<file path="src/rtl/fetch_pkg.sv">
// Shared fetch-stage types and defaults.
// Imported by pc_reg and fetch_unit.
package fetch_pkg;

  localparam int WORD_W = 32;

  localparam logic [WORD_W-1:0] DEF_RESET_PC = 32'd0;
  localparam logic [WORD_W-1:0] DEF_PC_STEP  = 32'd4;

  typedef enum logic [1:0] {
    BOOT,
    RUN,
    HOLD
  } fetch_state_t;

endpackage

</file>
<file path="src/rtl/pc_reg.sv">
// Program counter with load/hold/increment.
// Load wins over increment; wraps modulo 2^32.
module pc_reg
  import fetch_pkg::*;
#(
  parameter logic [WORD_W-1:0] RESET_PC = DEF_RESET_PC,
  parameter logic [WORD_W-1:0] PC_STEP  = DEF_PC_STEP
) (
  input  logic              clk,
  input  logic              rst_n,
  input  logic              load,
  input  logic [WORD_W-1:0] load_val,
  input  logic              inc,
  output logic [WORD_W-1:0] pc
);

  // PC update: redirect, sequential step, or hold
  always_ff @(posedge clk or negedge rst_n) begin
    if (!rst_n) begin
      pc <= RESET_PC;
    end else if (load) begin
      pc <= load_val;
    end else if (inc) begin
      pc <= pc + PC_STEP;
    end
  end

endmodule

</file>
<file path="src/rtl/fetch_unit.sv">
// Instruction fetch stage: PC, IF/ID register, BOOT/RUN/HOLD FSM.
// Define FETCH_PERF_EN to add fetch_cnt/stall_cnt counters.
module fetch_unit
  import fetch_pkg::*;
#(
  parameter logic [WORD_W-1:0] RESET_PC = DEF_RESET_PC,
  parameter logic [WORD_W-1:0] PC_STEP  = DEF_PC_STEP
) (
  input  logic              clk,
  input  logic              rst_n,
  output logic [WORD_W-1:0] PC,
  input  logic [WORD_W-1:0] Instruction,
  input  logic              freeze,
  input  logic              branch_taken,
  input  logic [WORD_W-1:0] branch_addr,
  output logic [WORD_W-1:0] if_pc,
  output logic [WORD_W-1:0] if_instr,
  output logic              if_valid
`ifdef FETCH_PERF_EN
  ,
  output logic [31:0]       fetch_cnt,
  output logic [31:0]       stall_cnt
`endif
);

  fetch_state_t state_q;
  fetch_state_t state_d;
  logic         adv;
  logic         flush;

  pc_reg #(
    .RESET_PC (RESET_PC),
    .PC_STEP  (PC_STEP)
  ) u_pc (
    .clk      (clk),
    .rst_n    (rst_n),
    .load     (flush),
    .load_val (branch_addr),
    .inc      (adv),
    .pc       (PC)
  );

  // FSM state register
  always_ff @(posedge clk or negedge rst_n) begin
    if (!rst_n) begin
      state_q <= BOOT;
    end else begin
      state_q <= state_d;
    end
  end

  // Next state; branch beats freeze, BOOT ignores freeze
  always_comb begin
    state_d = state_q;
    adv     = 1'b0;
    flush   = 1'b0;
    if (branch_taken) begin
      flush   = 1'b1;
      state_d = RUN;
    end else begin
      unique case (state_q)
        BOOT: state_d = RUN;
        RUN: begin
          if (freeze) begin
            state_d = HOLD;
          end else begin
            adv = 1'b1;
          end
        end
        HOLD: begin
          if (!freeze) begin
            state_d = RUN;
            adv     = 1'b1;
          end
        end
        default: state_d = BOOT;
      endcase
    end
  end

  // IF/ID register: flush, capture, or hold
  always_ff @(posedge clk or negedge rst_n) begin
    if (!rst_n) begin
      if_instr <= '0;
      if_pc    <= '0;
      if_valid <= 1'b0;
    end else if (flush) begin
      if_instr <= '0;
      if_valid <= 1'b0;
    end else if (adv) begin
      if_instr <= Instruction;
      if_pc    <= PC + PC_STEP;
      if_valid <= 1'b1;
    end
  end

`ifdef FETCH_PERF_EN
  // Saturating fetch and stall counters
  always_ff @(posedge clk or negedge rst_n) begin
    if (!rst_n) begin
      fetch_cnt <= '0;
      stall_cnt <= '0;
    end else begin
      if (adv && !(&fetch_cnt)) begin
        fetch_cnt <= fetch_cnt + 32'd1;
      end
      if (state_q == HOLD && !(&stall_cnt)) begin
        stall_cnt <= stall_cnt + 32'd1;
      end
    end
  end
`endif

endmodule

</file>
<file path="config.mk">
export PLATFORM = sky130hd
export DESIGN_NAME = fetch_unit
export DESIGN_NICKNAME = d
export VERILOG_FILES = /design/src/rtl/fetch_pkg.sv /design/src/rtl/pc_reg.sv /design/src/rtl/fetch_unit.sv
export SDC_FILE = /design/constraint.sdc
export NUM_CORES = 1
export LEC_CHECK = 0
export CAP_MARGIN = 10
export CORE_UTILIZATION = 41
export DETAILED_ROUTE_END_ITERATION = 6
export PLACE_DENSITY_LB_ADDON = 0.08
export SYNTH_ARGS = -nofsm -noshare
export SYNTH_HDL_FRONTEND = slang
export SYNTH_SLANG_ARGS = --single-unit
</file>
<file path="constraint.sdc">
create_clock -name clk -period 5.5 [get_ports clk]
set_input_delay 1.1 -clock clk [delete_from_list [all_inputs] [get_ports clk]]
set_output_delay 1.1 -clock clk [all_outputs]
set_load 0.05 [all_outputs]
</file>
---- Word level (Yosys, flattened, before mapping) ----
Cells that the tools add are included.
storage, ports and cells
  register bits after elaboration ......... 99
  latch bits .............................. 0
  memory bits (writable) .................. 0
  bits in read-only memories .............. 0
  output and inout bits ................... 97
  logic and storage cells ................. 30
  memories ................................ 0
operators by class
  $add $sub $neg .......................... 1
  multiply operators ...................... 0
  divide/modulo/power cells ............... 0
  order comparisons ....................... 0
  eq/ne operators ......................... 4
  shifts and indexed selects .............. 0
  muxes and demuxes ....................... 14
  bitwise operators ....................... 1
  reduce and logical (&&, ||, !) cells .... 5
operators with widths
  operator                                             number
  two-way mux 32 bit                                   4
  adder 32 x 3 -> 32 bit, second input constant        1
  two-way mux 1 bit                                    6
  two-way mux 2 bit                                    3
  != test 3 bit, second input constant                 2
  one-hot mux 2 bit (3 select lines)                   1
  AND reduction 2 bit                                  2
  equality test 2 x 1 -> 1 bit, second input constant  1
  equality test 2 bit, second input constant           1
  zero test 2 bit                                      1
  nonzero test 2 bit                                   1
  OR reduction 2 bit                                   1
  inverter 1 bit                                       1

---- Depth between registers and ports, before layout ----
Gate-level depths: netlist of the first run.
  depth in word-level cells ............... 6
  mapped depth ............................ 8

---- By module ----
A second synthesis of the first run with hierarchy kept.
second synthesis, totals
  cell total of the unflattened synthesis .. 481
  area, all modules ....................... 4825.9 sq um
by module, submodules not included
  module      instances  cells each  area an instance (sq um)  sequential area each (sq um)
  fetch_unit  1          281         3005.4                    1676.6
  pc_reg      1          200         1820.5                    800.8

---- Worst setup path before layout of the first run ----
OpenSTA, ideal clock, no wires.
  path kind ............................... input to register
  start point ............................. in freeze
  end point ............................... reg u_pc.pc[31]
  library setup time ...................... 0.082 ns
  arrival ................................. 2.334 ns
  path slack .............................. 3.084 ns
  cell stages on the path ................. 6
  buffers on the path ..................... 1
  path through ............................ nand2b_1 > buf_2 > nor4_4 > nand2_2 > or3_1 > a31oi_1
on the way
  word-level cells in the longest chain between the ends .. 4
ends and longest elaborated chain
  what                          line                                RTL
  start, declared               fetch_unit.sv:13                    input logic freeze,
  two-way mux 1 bit             fetch_unit.sv:64, fetch_unit.sv:71
  two-way mux 1 bit             -
  two-way mux 1 bit             fetch_unit.sv:57                    if (branch_taken) begin
  nonzero test 2 bit (no line)  -
  end signal, assigned          pc_reg.sv:22                        pc <= load_val;
  end signal, assigned          pc_reg.sv:24                        pc <= pc + PC_STEP;
  end, declared                 pc_reg.sv:14                        output logic [WORD_W-1:0] pc
No other way between the ends.
A chain may end at the register's enable or synchronous reset.

---- Final worst setup path of the first run ----
  start point ............................. in freeze
  end point ............................... reg if_pc[26]
on the way
  word-level cells in the longest chain between the ends .. 4
ends and longest elaborated chain
  what                           line                                RTL
  two-way mux 1 bit              fetch_unit.sv:64, fetch_unit.sv:71
  two-way mux 1 bit              -
  two-way mux 1 bit              fetch_unit.sv:57
  AND reduction 2 bit (no line)  -
  end signal, assigned           fetch_unit.sv:92                    if_pc <= PC + PC_STEP;
  end, declared                  fetch_unit.sv:16                    output logic [WORD_W-1:0] if_pc,
No other way between the ends.

==> metrics.cfg, run 1 <==
[yosys]
syn_inst = 518
yosys_warnings = 0
avgSynthCellArea_um2 = 9.18
synth-seq-cells = 99
synth_cell_types = 32
seq_area_frac_synth = 0.521
syn_nets = 591
synth_area_mm2 = 0.00475

[placed_design]
gp_congestion = 0.777
port_buffers = 164
place_area_mm2 = 0.00646
dp_hpwl_um = 8460

[clocking]
cts_tree = built
htree_num_levels = 3
clockRootBuffer = clkbuf_16
cts_sinks = 99
cts_buffers = 9
cts_hold_buf = 0
clock_latency_ns = 0.34
cts_max_path_buffers = 2
cts_setup_buffers = 0
clkTransAtPathRegs_ns = 0.06
ctsResizeCount = 0

[global_routing]
grt_first_pass_wirelength_um = 20100
gr-total-overflow = 0
track_usage = 0.220
grt_max_degree = 98
grt_pass1_vias = 4065
antenna_found_initial = 0

[min_path]
hold_path.class = reg2reg

[pwr]
seqPwrFrac = 0.342
power_frac_comb = 0.465
internal_power_mw = 1.71
p_leak_nw = 2.68
ir_drop_uv = 261
powerDensity_mw_per_mm2 = 454
power_switching_mw = 1.35
swShare = 0.441
p_clk_frac = 0.193

[floorplanning]
core_area_mm2 = 0.0111
dieWidth_um = 110
dieArea_mm2 = 0.0120
die_h_um = 110
ios = 165
rows = 38
initial_core_util = 0.429

[layout]
syn2layout_area_growth_pct = 41.6
postLayoutCellArea_mm2 = 0.00673
fin_nets = 733
diodes = 0
drive_gt1_frac = 0.0511

[timing]
rsz0062_at_grt = no
max_clock_freq_ghz = 0.281
hold_viol_final = 0
setup_tns_ns = 0
maxSlewViolCount = 0
setup_viol = 0
fin_crit_ns = 3.56
slew_headroom = 0.321
tightestPinTransition_ns = 1.02
finalCritPeriodShare = 0.648
finalClockSkew_ns = 0.00595

[route]
met1Wirelength_um = 5430
drc = 0
vias_per_cell = 5.14
routedWlPerCell_um = 15.5
totalWireLength_um = 12400
routed-wl-met3_um = 997
dr.pass1.iters = 4
drt_iter0_drc = 224
wl_met2_um = 5820
num_vias = 4135
top_layer = met4
detail-route-antenna-nets = 0

[critical_path]
path_class = in2reg
cp_data_required_time_ns = 5.76
crit_chain = clkdlybuf4s50_1, nand2b_2, nor2_4, buf_4, nor2_1, a21oi_1
start_kind = input port
worst_ep_arrival_time_ns = 3.82
cp_slowest_cell = nor2_4
end_kind = flop
cp_max_fo = 44
critical-path-max-stage-delay_ns = 0.97

[flow_run]
max_cap_viol_count = 0

[status]
outcome = completed

## final cells by class
type,count,area [um^2]
fill,992,4350
sequential,99,2480
multi-input combinational,377,2120
timing repair buffer,168,1660
clock buffer,14,264
tap,140,175
inverter,5,18.8
clock inverter,2,10.0
## layer usage
layer / up-vias / GRT usage
li1: 2007 / -
met1: 1975 / 0.289
met2: 141 / 0.340
met3: 12 / 0.0658
met4: 0 / 0.0895
met5: - / 0
## critical path, delay by kind of cell
| family | cells | cell delay (ns) |
|---|---|---|
| simple gates | 3 | 1.71 |
| buf+inv | 2 | 0.84 |
| compound gates | 1 | 0.15 |
## cell usage after synthesis
| library cell | instances | area [um^2] |
|---|---|---|
| o21ai_0 | 31 | 155 |
| dfrtp_1 | 99 | 2480 |
| nand3_2 | 1 | 10.0 |
| nor4_1 | 3 | 18.8 |
| buf_2 | 12 | 60.1 |
| nor2b_1 | 2 | 12.5 |
| or3_1 | 1 | 6.26 |
| nor4_2 | 1 | 12.5 |
| and3_1 | 5 | 31.3 |
| buf_1 | 6 | 22.5 |
| nand2b_1 | 2 | 12.5 |
| mux2i_1 | 2 | 20.0 |
| a31oi_1 | 1 | 6.26 |
| nand4_1 | 11 | 68.8 |
| mux2_2 | 5 | 56.3 |
| nand2_1 | 114 | 428 |
| nor3_1 | 5 | 25.0 |
| a21oi_1 | 61 | 305 |
| clkbuf_1 | 19 | 71.3 |
| nand2_2 | 1 | 6.26 |
| o31ai_1 | 1 | 7.51 |
| and4_1 | 4 | 35.0 |
| xor2_1 | 38 | 333 |
| xnor2_1 | 18 | 158 |
| nand3_1 | 21 | 105 |
| o32ai_1 | 1 | 8.76 |
| inv_1 | 5 | 18.8 |
| nand4_4 | 1 | 21.3 |
| nor2_1 | 39 | 146 |
| ha_1 | 5 | 62.6 |
| nor4_4 | 2 | 42.5 |
| nor3_2 | 1 | 10.0 |
## kinds of logic (layout without fill, tap and decap cells)
group           after synthesis  after routing  share of synthesized area
fa+ha+maj                     5              5                     0.0132
mux                           7              7                     0.0161
buf+inv                      42            189                     0.0363
xor+xnor                     56             56                      0.103
flops                        99             99                      0.521
compound gates               95             95                      0.102
simple gates                214            214                      0.209
## worst paths after layout
check	cells after the start	endpoint	startpoint	slack [ns]
max	6	if_pc[26]$_DFFE_PN0P_	freeze	1.94
min	2	if_valid$_DFFE_PN0P_	if_valid$_DFFE_PN0P_	0.51
max reg2reg	7	if_pc[26]$_DFFE_PN0P_	state_q[0]$_DFFE_PN0P_	2.55
min reg2reg	2	if_valid$_DFFE_PN0P_	if_valid$_DFFE_PN0P_	0.51
max in group asynchronous	2	u_pc.pc[0]$_DFFE_PN0P_	rst_n	3.63
min in group asynchronous	1	if_pc[7]$_DFFE_PN0P_	rst_n	0.82
## cells in the final DEF, fill, tap and decap left out, drive strengths merged, types with 2 or more instances in the layout
cell type      count
clkbuf            14
mux2               5
inv                5
and4               4
dfrtp             99
nor2              39
o21ai             31
and3               5
xor2              38
nor2b              2
clkdlybuf4s50    162
nand2            115
nor3               6
buf                6
nor4               6
nand4             12
nand2b             2
a21oi             61
clkinv             2
xnor2             18
nand3             22
ha                 5
mux2i              2
## power by group through the flow
stage	clock (mW)	sequential [mW]	combinational, mW
3_5_place_dp	0	1.06	1.43
4_1_cts	0.608	1.05	1.43
5_1_grt	0.634	1.07	1.51
6_report	0.591	1.05	1.42
3_3_place_gp	0	1.05	1.41
2_1_floorplan	0	1.65	0.317
## through the flow
step | total power [mW] | utilization | setup WS (ns) | std cells | hold slack, ns
3_3_place_gp | 2.47 | 0.583 | 1.74 | 789 | 0.486
6_report | 3.06 | 0.608 | 1.94 | 805 | 0.515
4_1_cts | 3.09 | 0.608 | 1.98 | 805 | 0.511
2_1_floorplan | 1.97 | - | 3.08 | 518 | 0.513
5_1_grt | 3.22 | 0.608 | 1.74 | 805 | 0.541
3_5_place_dp | 2.49 | 0.583 | 1.61 | 789 | 0.492
No activity file was read; power rests on OpenSTA's default activity.
==> run 2, diff against run 1 <==
==> constraint.sdc (replaced) <==
create_clock -name clk -period 3.6 [get_ports clk]
set_input_delay 0.72 -clock clk [delete_from_list [all_inputs] [get_ports clk]]
set_output_delay 0.72 -clock clk [all_outputs]
set_load 0.05 [all_outputs]
==> metrics.cfg, run 2 (same netlist as run 1, synthesis figures left out) <==
[global_routing]
grt_pass1_vias = 4012
grt_first_pass_wirelength_um = 20200
gr-total-overflow = 0
grt_max_degree = 77
antenna_found_initial = 0
track_usage = 0.220

[timing]
slew_headroom = 0.353
timing.final.ws_setup_ns = 1.06
setup_viol = 0
tightestPinTransition_ns = 0.971
hold_viol_final = 0
max_clock_freq_ghz = 0.393
rsz0062_at_grt = no
hold-worst-slack_ns = 0.509
fin_crit_ns = 2.54
finalClockSkew_ns = 0.0104
maxSlewViolCount = 0
setup_tns_ns = 0
finalCritPeriodShare = 0.707

[status]
outcome = completed

[critical_path]
cp_max_fo = 37
end_kind = flop
start_kind = input port
worst_ep_arrival_time_ns = 2.80
cp_data_required_time_ns = 3.85
path_class = in2reg

[clocking]
cts_setup_buffers = 0
ctsResizeCount = 0
clkTransAtPathRegs_ns = 0.06
cts_tree = built
clock_latency_ns = 0.34
cts_hold_buf = 0
htree_num_levels = 3
cts_buffers = 9
cts_max_path_buffers = 2
clockRootBuffer = clkbuf_16
cts_sinks = 99

[floorplanning]
dieArea_mm2 = 0.0120
rows = 38
ios = 165
initial_core_util = 0.429
die_h_um = 110
dieWidth_um = 110
core_area_mm2 = 0.0111

[route]
totalWireLength_um = 12600
detail-route-antenna-nets = 0
vias_per_cell = 5.12
dr.pass1.iters = 4
drt_iter0_drc = 175
num_vias = 4132
routedWlPerCell_um = 15.6
drc = 0

[flow_run]
max_cap_viol_count = 0

[layout]
fin_nets = 736
final_common_cell = clkdlybuf4s50_1
most-common-layout-cells = 162 x clkdlybuf4s50_1, 114 x nand2_1, 99 x dfrtp_1, 61 x a21oi_1
layoutNonFillerInstCount = 807
syn2layout_area_growth_pct = 42.4
postLayoutCellArea_mm2 = 0.00677
fin_util = 0.611
drive_gt1_frac = 0.0570
diodes = 0

[placed_design]
place_ws_ns = 0.700
place_area_mm2 = 0.00649
gp_congestion = 0.800
port_buffers = 164
dpl.cell_count = 792
dp_hpwl_um = 8810

[pwr]
p_leak_nw = 2.70
fin_total_pwr_mw = 4.72
powerDensity_mw_per_mm2 = 697
ir_drop_uv = 443

[min_path]
hold_path.class = reg2reg

[run 2: layer usage]
layer  GRT usage  share of wire  up-vias
met4      0.0629         0.0091        0
li1            -              -     2005
met2       0.355           0.47      141
met1       0.290           0.44     1977
met5           0              0        -
met3      0.0628          0.082        9
[run 2: layout make-up]
type                       count  area, um^2
timing repair buffer         171        1700
clock buffer                  13         270
sequential                    99        2480
fill                         992        4310
multi-input combinational    377        2120
clock inverter                 2        10.0
tap                          140         175
inverter                       5        18.8
[run 2: path summary, 6_finish.rpt]
path | startpoint | to | slack, ns | cells after the start
max in group asynchronous | rst_n | if_instr[5]$_DFFE_PN0P_ | 2.16 | 2
hold reg to reg | if_valid$_DFFE_PN0P_ | if_valid$_DFFE_PN0P_ | 0.51 | 2
setup reg to reg | u_pc.pc[2]$_DFFE_PN0P_ | if_pc[22]$_DFFE_PN0P_ | 1.24 | 6
min in group asynchronous | rst_n | if_pc[7]$_DFFE_PN0P_ | 0.54 | 1
setup / recovery | freeze | if_pc[8]$_DFFE_PN0P_ | 1.06 | 7
hold / removal | if_valid$_DFFE_PN0P_ | if_valid$_DFFE_PN0P_ | 0.51 | 2
[run 2: critical path: stages]
cell             delay [ns]
clkdlybuf4s50_1        0.49
nand2b_2               0.31
buf_4                  0.30
nor2_4                 0.47
buf_12                 0.26
nor2_1                 0.07
a21oi_1                0.13
[run 2: where the power goes]
group          switching [mW]  internal, mW
Combinational            1.45         0.734
Sequential              0.221          1.39
Clock                   0.403         0.520
Total                    2.08          2.64
==> run 3, diff against run 2 <==
==> constraint.sdc (replaced) <==
create_clock -name clk -period 2.1 [get_ports clk]
set_input_delay 0.42 -clock clk [delete_from_list [all_inputs] [get_ports clk]]
set_output_delay 0.42 -clock clk [all_outputs]
set_load 0.05 [all_outputs]
==> metrics.cfg, run 3 (same netlist as run 1, synthesis figures left out) <==
[status]
outcome = completed

[global_routing]
gr-total-overflow = 0
grt_first_pass_wirelength_um = 20800
grt_max_degree = 47
antenna_found_initial = 0
track_usage = 0.228
grt_pass1_vias = 4094

[clocking]
cts_sinks = 99
clock_latency_ns = 0.35
cts_max_path_buffers = 2
htree_num_levels = 3
clockRootBuffer = clkbuf_16
clkTransAtPathRegs_ns = 0.07
cts_tree = built
cts_buffers = 9

[timing]
timing.final.ws_setup_ns = 0.0460
tightestPinTransition_ns = 0.552
rsz0062_at_grt = no
setup_viol = 0
maxSlewViolCount = 0
max_clock_freq_ghz = 0.487
fin_crit_ns = 2.05
hold_viol_final = 0
finalClockSkew_ns = 0.00604
slew_headroom = 0.631
finalCritPeriodShare = 0.978

[flow_run]
max_cap_viol_count = 0

[floorplanning]
rows = 38
dieWidth_um = 110
core_area_mm2 = 0.0111
die_h_um = 110
initial_core_util = 0.429
ios = 165
dieArea_mm2 = 0.0120

[pwr]
p_leak_nw = 2.94
powerDensity_mw_per_mm2 = 1180
ir_drop_uv = 809
fin_total_pwr_mw = 8.27

[critical_path]
path_class = reg2out
path_buf_inv = 1
start_kind = flop
worst_ep_arrival_time_ns = 1.63
crit_chain = clkdlybuf4s50_1
end_kind = primary output
cp_data_required_time_ns = 1.68
cp_max_fo = 4
cp_top_family = buffers and inverters
critical-path-max-stage-delay_ns = 0.85
cp_slowest_cell = clkdlybuf4s50_1

[layout]
nFillCells = 976
final_common_cell = clkdlybuf4s50_1
diodes = 0
final-seq-area_mm2 = 0.00248
drive_gt1_frac = 0.108
postLayoutCellArea_mm2 = 0.00703
most-common-layout-cells = 141 x clkdlybuf4s50_1, 114 x nand2_1, 95 x dfrtp_1, 61 x a21oi_1
fin_nets = 760
multi_input_area_mm2 = 0.00214
layoutNonFillerInstCount = 832
fin_util = 0.635
syn2layout_area_growth_pct = 47.9

[route]
vias_per_cell = 5.08
num_vias = 4223
drt_iter0_drc = 135
dr.pass1.iters = 5
drc = 0
detail-route-antenna-nets = 0
totalWireLength_um = 12800
routedWlPerCell_um = 15.4

[placed_design]
dpl.cell_count = 814
gp_congestion = 0.752
place_area_mm2 = 0.00670
place_ws_ns = -0.0435
port_buffers = 164
dp_hpwl_um = 9060

[min_path]
hold_path.class = in2reg

run 3: cell types whose count changed in the layout (fill, tap and decap cells not counted), sizes merged:
| cell | delta |
|---|---|
| bufinv | +1 |
| clkbuf | -1 |
| buf | +31 |
| dlymetal6s2s | +5 |
| dlygate4sd3 | +1 |
| clkinv | +1 |
| clkdlybuf4s50 | -21 |
| dlygate4sd2 | +8 |
run 3: path summary, 6_finish.rpt:
check	start	to	slack, ns	cells past startpoint
min	branch_taken	u_pc.pc[9]$_DFFE_PN0P_	0.48	3
min in group asynchronous	rst_n	if_pc[8]$_DFFE_PN0P_	0.49	2
min reg2reg	if_pc[1]$_DFFE_PN0P_	if_pc[1]$_DFFE_PN0P_	0.52	1
max in group asynchronous	rst_n	u_pc.pc[2]$_DFFE_PN0P_	1.08	3
max reg2reg	u_pc.pc[4]$_DFFE_PN0P_	u_pc.pc[19]$_DFFE_PN0P_	0.19	5
max	u_pc.pc[8]$_DFFE_PN0P_	PC[8]	0.05	1
run 3: cell type report:
cell class                 count  area share
sequential                    99       0.353
tap                          140      0.0249
timing repair buffer         195       0.273
multi-input combinational    377       0.304
clock buffer                  12      0.0365
clock inverter                 4     0.00694
inverter                       5     0.00267
run 3: where the power goes:
part	total [mW]	internal, mW	switching [mW]
logic	3.84	1.32	2.53
clock network	1.72	0.988	0.732
registers	2.71	2.38	0.328
run 3: stage by stage:
| step | hold WS [ns] | setup TNS (ns) |
|---|---|---|
| after detailed placement | 0.324 | -0.0964 |
| after CTS | 0.476 | 0 |
| final | 0.476 | 0 |
| after floorplan | 0.124 | 0 |
| after global routing | 0.518 | 0 |
| after global placement | 0.323 | -0.0205 |
run 3: timing repair:
| action | 4_1_cts | 5_1_grt |
|---|---|---|
| buffers inserted | 0 | 1 |
| endpoints found under the setup margin | 8 | 10 |
| hold endpoints to repair | 17 | 0 |
| gates resized for setup | 8 | 7 |
| cloned | 0 | 0 |
| hold buffers | 1 | 0 |
| pin swaps | 0 | 1 |
run 3: layer usage:
layer,vias to the layer above,share of wire,GRT usage,routed length (um)
met5,-,0,0,0
met4,0,0.017,0.0876,215
met2,132,0.47,0.360,6010
li1,2056,-,-,-
met3,14,0.082,0.0735,1040
met1,2021,0.43,0.291,5520
